**src/rtl/led_pio_blink_if.sv**
```systemverilog
// ============================================================================
// Module      : led_pio_blink_if
// Description : Avalon-MM slave bus bundle for the LED PIO register block.
// Revision    : 1.0 - initial release
// ============================================================================
`default_nettype none

interface led_pio_blink_if;
    logic [2:0]  address;
    logic        chipselect;
    logic        write_n;
    logic [31:0] writedata;
    logic [31:0] readdata;

    modport master (
        output address,
        output chipselect,
        output write_n,
        output writedata,
        input  readdata
    );

    modport slave (
        input  address,
        input  chipselect,
        input  write_n,
        input  writedata,
        output readdata
    );
endinterface

`default_nettype wire

```
**src/rtl/led_pio_blink.sv**
```systemverilog
// ============================================================================
// Module      : led_pio_blink
// Description : Memory-mapped LED output PIO with set/clear/toggle access and
//               per-channel blinking from a shared half-period counter.
// Revision    : 1.0 - initial release
// ============================================================================
`default_nettype none

module led_pio_blink #(
    parameter int                 WIDTH      = 5,
    parameter int                 CNT_W      = 24,
    parameter logic [WIDTH-1:0]   RESET_DATA = '0,
    parameter logic [CNT_W-1:0]   RESET_PER  = '0
) (
    input  wire logic             clk,
    input  wire logic             reset_n,
    led_pio_blink_if.slave        bus,
    output logic [WIDTH-1:0]      out_port
);

    localparam logic [2:0] c_addr_data   = 3'd0;
    localparam logic [2:0] c_addr_set    = 3'd1;
    localparam logic [2:0] c_addr_clear  = 3'd2;
    localparam logic [2:0] c_addr_toggle = 3'd3;
    localparam logic [2:0] c_addr_blink  = 3'd4;
    localparam logic [2:0] c_addr_period = 3'd5;
    localparam logic [2:0] c_addr_status = 3'd6;

    localparam logic [CNT_W-1:0] c_cnt_one = CNT_W'(1);

    logic [WIDTH-1:0] r_data;
    logic [WIDTH-1:0] r_blink_en;
    logic [CNT_W-1:0] r_period;
    logic [CNT_W-1:0] r_cnt;
    logic             r_phase;

    logic             w_wr;
    logic             w_period_wr;
    logic [WIDTH-1:0] w_wd;
    logic [31:0]      w_status;

    assign w_wr        = bus.chipselect && !bus.write_n;
    assign w_period_wr = w_wr && (bus.address == c_addr_period);
    assign w_wd        = bus.writedata[WIDTH-1:0];

    always_ff @(posedge clk or negedge reset_n) begin
        if (!reset_n) begin
            r_data     <= RESET_DATA;
            r_blink_en <= '0;
            r_period   <= RESET_PER;
        end else if (w_wr) begin
            case (bus.address)
                c_addr_data:   r_data     <= w_wd;
                c_addr_set:    r_data     <= r_data | w_wd;
                c_addr_clear:  r_data     <= r_data & ~w_wd;
                c_addr_toggle: r_data     <= r_data ^ w_wd;
                c_addr_blink:  r_blink_en <= w_wd;
                c_addr_period: r_period   <= bus.writedata[CNT_W-1:0];
                default:       ;
            endcase
        end
    end

    // A PERIOD write restarts the blink cycle and takes priority over a wrap.
    always_ff @(posedge clk or negedge reset_n) begin
        if (!reset_n) begin
            r_cnt   <= '0;
            r_phase <= 1'b1;
        end else if (w_period_wr) begin
            r_cnt   <= '0;
            r_phase <= 1'b1;
        end else if (r_period == '0) begin
            r_cnt   <= '0;
        end else if (r_cnt == r_period - c_cnt_one) begin
            r_cnt   <= '0;
            r_phase <= ~r_phase;
        end else begin
            r_cnt   <= r_cnt + c_cnt_one;
        end
    end

    // Phase sits in bit 31 and overrides the counter MSB when CNT_W is 32.
    always_comb begin
        w_status     = 32'(r_cnt);
        w_status[31] = r_phase;
    end

    always_comb begin
        bus.readdata = '0;
        case (bus.address)
            c_addr_data,
            c_addr_set,
            c_addr_clear,
            c_addr_toggle: bus.readdata = 32'(r_data);
            c_addr_blink:  bus.readdata = 32'(r_blink_en);
            c_addr_period: bus.readdata = 32'(r_period);
            c_addr_status: bus.readdata = w_status;
            default:       bus.readdata = '0;
        endcase
    end

    assign out_port = r_data & (~r_blink_en | {WIDTH{r_phase}});

endmodule

`default_nettype wire

```
**src/flat_wrapper.sv**
```systemverilog
// flat-port wrapper written by rule: the top's interface ports become plain ports
module led_pio_blink_flat 
#(
    parameter int                 WIDTH      = 5,
    parameter int                 CNT_W      = 24,
    parameter logic [WIDTH-1:0]   RESET_DATA = '0,
    parameter logic [CNT_W-1:0]   RESET_PER  = '0
)
  (clk, reset_n, out_port, bus_address, bus_chipselect, bus_write_n, bus_writedata, bus_readdata);
  led_pio_blink_if bus_i ();
  input  wire logic clk;
  input  wire logic reset_n;
  output logic [WIDTH-1:0] out_port;
  input wire logic [$bits(bus_i.address)-1:0] bus_address;
  input wire logic [$bits(bus_i.chipselect)-1:0] bus_chipselect;
  input wire logic [$bits(bus_i.write_n)-1:0] bus_write_n;
  input wire logic [$bits(bus_i.writedata)-1:0] bus_writedata;
  output wire logic [$bits(bus_i.readdata)-1:0] bus_readdata;
  assign bus_i.address = bus_address;
  assign bus_i.chipselect = bus_chipselect;
  assign bus_i.write_n = bus_write_n;
  assign bus_i.writedata = bus_writedata;
  assign bus_readdata = bus_i.readdata;
  led_pio_blink #(.WIDTH(WIDTH), .CNT_W(CNT_W), .RESET_DATA(RESET_DATA), .RESET_PER(RESET_PER)) u_core (.clk(clk), .reset_n(reset_n), .bus(bus_i), .out_port(out_port));
endmodule
```
**config.mk**
```make
export PLATFORM = sky130hd
export DESIGN_NAME = led_pio_blink_flat
export DESIGN_NICKNAME = d
export VERILOG_FILES = /design/src/rtl/led_pio_blink_if.sv /design/src/rtl/led_pio_blink.sv /design/src/flat_wrapper.sv
export SDC_FILE = /design/constraint.sdc
export NUM_CORES = 1
export LEC_CHECK = 0
export ABC_AREA = 1
export BUFFER_PORTS_ARGS = -buffer_cell sky130_fd_sc_hd__buf_2
export CAP_MARGIN = 20
export CORE_ASPECT_RATIO = 1.2
export CORE_MARGIN = 4
export CORE_UTILIZATION = 62
export CTS_CLUSTER_SIZE = 24
export DETAILED_ROUTE_END_ITERATION = 6
export PLACE_DENSITY_LB_ADDON = 0.05
export SLEW_MARGIN = 20
export SYNTH_ARGS = -nofsm -noshare
export SYNTH_HDL_FRONTEND = slang
export SYNTH_SLANG_ARGS = --single-unit
```
**constraint.sdc**
```tcl
create_clock -name clk -period 5.6 [get_ports clk]
set_clock_uncertainty 0.05 [all_clocks]
set_input_delay 0.84 -clock clk [delete_from_list [all_inputs] [get_ports clk]]
set_output_delay 0.84 -clock clk [all_outputs]
set_load 0.01 [all_outputs]
```
==> results.py <==
metrics = {
    "place": {
        "detailed_place_hpwl_um": 9780,
        "place_ws_ns": 2.13,
        "globalplace.congestion": 0.970,
        "numPlacedInstances": 804,
        "place_area_sq_um": 4910,
        "buffer_ports.inserted": 60,
    },
    "global_route": {
        "grtUsageMet3_pct": 4.27,
        "grt_most_used_layer": "met2",
        "first_global_vias": 4486,
        "groute.layer.met1.usage_pct": 35.9,
        "globalRoute.totalOverflow": 0,
        "met2_usage_pct": 52.8,
        "antenna_found_initial": 0,
        "grt_max_degree": 60,
        "gr-usage-all-layers_pct": 30.3,
        "grt_first_pass_wirelength_um": 20800,
    },
    "synth": {
        "syn_area_sq_um": 4600,
        "ys.flop_type": "sky130_fd_sc_hd__dfrtp_1",
        "syn_area_per_cell_sq_um": 6.90,
        "netlist.top_cell.by_area": "sky130_fd_sc_hd__dfrtp_1",
        "synth_async_sr_flop_share_pct": 100,
        "synth_commonest_cells": "sky130_fd_sc_hd__nand2_1, sky130_fd_sc_hd__inv_1, sky130_fd_sc_hd__nor2_1",
        "ys_top_cells_by_area": "sky130_fd_sc_hd__dfrtp_1, sky130_fd_sc_hd__nand2_1, sky130_fd_sc_hd__inv_1, sky130_fd_sc_hd__nor2_1, sky130_fd_sc_hd__o21ai_0",
        "ys_seq_elements": 59,
        "syn-instance-count": 667,
        "synth_seq_area_share_pct": 32.1,
        "synth_enable_flop_cells": 0,
        "yosysWarningCount": 0,
        "post_synth_num_cell_types": 37,
        "synth_top_area_share_pct": 31.5,
        "synth_most_common_cell": "sky130_fd_sc_hd__nand2_1",
    },
    "critical_path": {
        "slack_of_the_worst_reg_to_reg_path_ns": 3.00,
        "worst-path-max-fanout": 20,
        "worstRegToRegCells": 13,
        "critPathRequiredTime_ns": 4.71,
        "timing.rr.start": "u_core.r_period[0]",
        "timing.critical_path.buf_inv": 4,
        "crit_type": "input pin to output port",
        "path_cells": "buf_2 > inv_1 > nor2_1 > inv_1 > o21ai_0 > buf_2",
        "reg2reg_to": "u_core.r_cnt[20]",
        "timing.critical_path.from": "bus_address[2]",
        "timing.critical_path.max_delay_family": "buffers and inverters",
        "timing.critical_path.to_type": "output port",
        "arrival_ns": 2.65,
        "critical-path-max-stage-delay_ns": 0.47,
        "startpoint_type": "input pin",
        "slowest_stage": "sky130_fd_sc_hd__inv_1",
    },
    "power": {
        "total_leakage_power_nw": 2.48,
        "power.net_switching_mw": 0.651,
        "power-per-cell-area_nw_per_um2": 310,
        "overall_power_after_layout_mw": 1.59,
        "clkPwrFrac_pct": 26.0,
        "seq_power_share_pct": 39.2,
        "comb_power_share_pct": 34.8,
        "power.share.switching_pct": 41.0,
        "internal_power_mw": 0.936,
        "ir_drop_mv": 0.289,
    },
    "sta": {
        "clock.fmax_ghz": 0.283,
        "max_slew_margin_pct": 46.4,
        "timing.final.crit_share_pct": 63.2,
        "fin_hold_ws_ns": 0.435,
        "final-hold-violation-count": 0,
        "finalSetupTns_ns": 0,
        "finalCriticalPeriod_ns": 3.54,
        "worst_slew_pin_slew_ns": 0.804,
        "rsz0062_at_grt": "no",
        "final-max-slew-violation-count": 0,
        "setup_viol": 0,
        "timing.final.ws_setup_ns": 2.06,
    },
    "cts": {
        "cts_sinks": 59,
        "cts_root_buf": "sky130_fd_sc_hd__clkbuf_8",
        "clock_latency_ns": 0.35,
        "cts_tree": "built",
        "cts.repair_timing.setup_buffer_count": 0,
        "ctsHoldBuffers": 0,
        "cts.reportedPaths.clkPinSlew_ns": 0.07,
        "cts_made_buffers": 9,
        "cts_resized": 0,
        "cts.htree.levels": 3,
        "bufs_on_longest_clock_path": 2,
    },
    "route": {
        "wl_per_cell_um": 15.8,
        "postRouteWirelength_um": 13000,
        "vias": 4543,
        "final_antenna_net_count": 0,
        "remaining_drc_errors": 0,
        "drt-initial-drc-count": 389,
        "drt_via_density": 5.54,
        "first_pass_iters": 6,
    },
    "floorplanning": {
        "core_area_sq_um": 7230,
        "floorplan.die.height_um": 102,
        "placementRows": 34,
        "floorplan.io_pins": 76,
        "design.die.area_sq_um": 8870,
        "die-width_um": 86.6,
        "initial_core_util_pct": 63.6,
    },
    "worst_hold_path": {
        "timing.hold.worst_path_depth": 2,
        "hold_path_class": "flip-flop to flip-flop",
        "holdPathEnd": "u_core.r_phase",
        "hold_path_startpoint": "u_core.r_phase",
    },
    "final_layout": {
        "finish.cell_count_without_fillers": 820,
        "n_antenna_cell": 0,
        "nFillCells": 662,
        "layout.cell_area.non_filler_sq_um": 5120,
        "finalCoreUtilization_pct": 70.8,
        "layout-drive-gt1-share_pct": 18.1,
        "syn_to_final_growth_pct": 11.3,
        "nNetsFinal": 776,
    },
    "job": {
        "cap_violations": 0,
    },
    "run_status": {
        "outcome": "finished, final reports clean",
    },
}
-- power groups by stage --
stage,combinational (mW),sequential (mW),clock (mW)
finish,0.551,0.622,0.413
global placement,0.525,0.624,0
CTS,0.548,0.619,0.417
floorplan,0.427,0.588,0
global route,0.623,0.634,0.431
detailed placement,0.544,0.627,0
-- logic make-up (layout without fill, tap and decap cells) --
kind of cell	count (synthesis)	after routing	share of synthesized area (%)
AO/OA/AOI/OAI	80	80	9.87
buffers and inverters	122	179	11.5
other	1	7	0.0815
adder cells (fa/ha/maj)	12	12	3.26
XOR/XNOR	37	37	7.04
AND/OR/NAND/NOR	356	356	36.1
flip-flops	59	59	32.1
-- cell type report --
type	instances	area (sq um)	area share [%]
clock buffers	10	138	2.69
flip-flops and latches	59	1480	28.9
well taps	90	113	2.20
repair buffers	63	323	6.30
clock inverters	6	63.8	1.25
multi-input cells	492	2630	51.4
inverters	100	375	7.33
-- sequential cells by signal (all words and copies together), names as in the netlist --
register	count
u_core.r_phase	1
u_core.r_data	5
u_core.r_period	24
u_core.r_cnt	24
u_core.r_blink_en	5
-- per-layer routing --
layer	part of all wire (%)	routed length [um]
met5	0	0
met2	50	6510
met3	5.6	728
met4	4.6	600
met1	40	5150
-- worst max path at each step --
| stage | cells past startpoint | to | slack [ns] |
|---|---|---|---|
| after global placement | 6 | bus_readdata[10] | 2.17 |
| after global routing | 8 | bus_readdata[10] | 1.91 |
| after CTS | 6 | bus_readdata[10] | 2.11 |
| after floorplan | 6 | bus_readdata[11] | 2.60 |
| final | 6 | bus_readdata[10] | 2.06 |
| after detailed placement | 6 | bus_readdata[10] | 2.13 |
-- worst reg2reg max path: stages, from the launching register on --
cell and delay [ns]:
sky130_fd_sc_hd__dfrtp_1 0.41, sky130_fd_sc_hd__inv_1 0.17, sky130_fd_sc_hd__ha_1 0.30, sky130_fd_sc_hd__nand3_4 0.14, sky130_fd_sc_hd__nor2_4 0.27, sky130_fd_sc_hd__nand3_1 0.18
sky130_fd_sc_hd__nand2_1 0.09, sky130_fd_sc_hd__nand2_1 0.08, sky130_fd_sc_hd__nor2_1 0.11, sky130_fd_sc_hd__nand2_1 0.06, sky130_fd_sc_hd__nor2_1 0.11, sky130_fd_sc_hd__nand2_2 0.10
sky130_fd_sc_hd__nand3_4 0.31, sky130_fd_sc_hd__nor2_1 0.10
-- layout by cell type, fill, tap and decap left out, types with 3 or more instances in the layout --
cell / instances
sky130_fd_sc_hd__o22ai_1: 15
sky130_fd_sc_hd__nor2_4: 7
sky130_fd_sc_hd__o21ai_0: 44
sky130_fd_sc_hd__inv_1: 99
sky130_fd_sc_hd__nand3b_1: 6
sky130_fd_sc_hd__nand2_1: 173
sky130_fd_sc_hd__nand4_1: 17
sky130_fd_sc_hd__xor2_1: 23
sky130_fd_sc_hd__conb_1: 7
sky130_fd_sc_hd__nor3_1: 10
sky130_fd_sc_hd__clkbuf_8: 10
sky130_fd_sc_hd__nand3_2: 4
sky130_fd_sc_hd__dfrtp_1: 58
sky130_fd_sc_hd__ha_1: 12
sky130_fd_sc_hd__nor2_1: 63
sky130_fd_sc_hd__buf_2: 60
sky130_fd_sc_hd__a21oi_1: 10
sky130_fd_sc_hd__buf_4: 3
sky130_fd_sc_hd__nand2_2: 3
sky130_fd_sc_hd__o211ai_1: 4
sky130_fd_sc_hd__nand3_1: 33
sky130_fd_sc_hd__nor2_2: 30
sky130_fd_sc_hd__o2111ai_1: 5
sky130_fd_sc_hd__xnor2_1: 14
No activity file was read; power rests on OpenSTA's default activity.
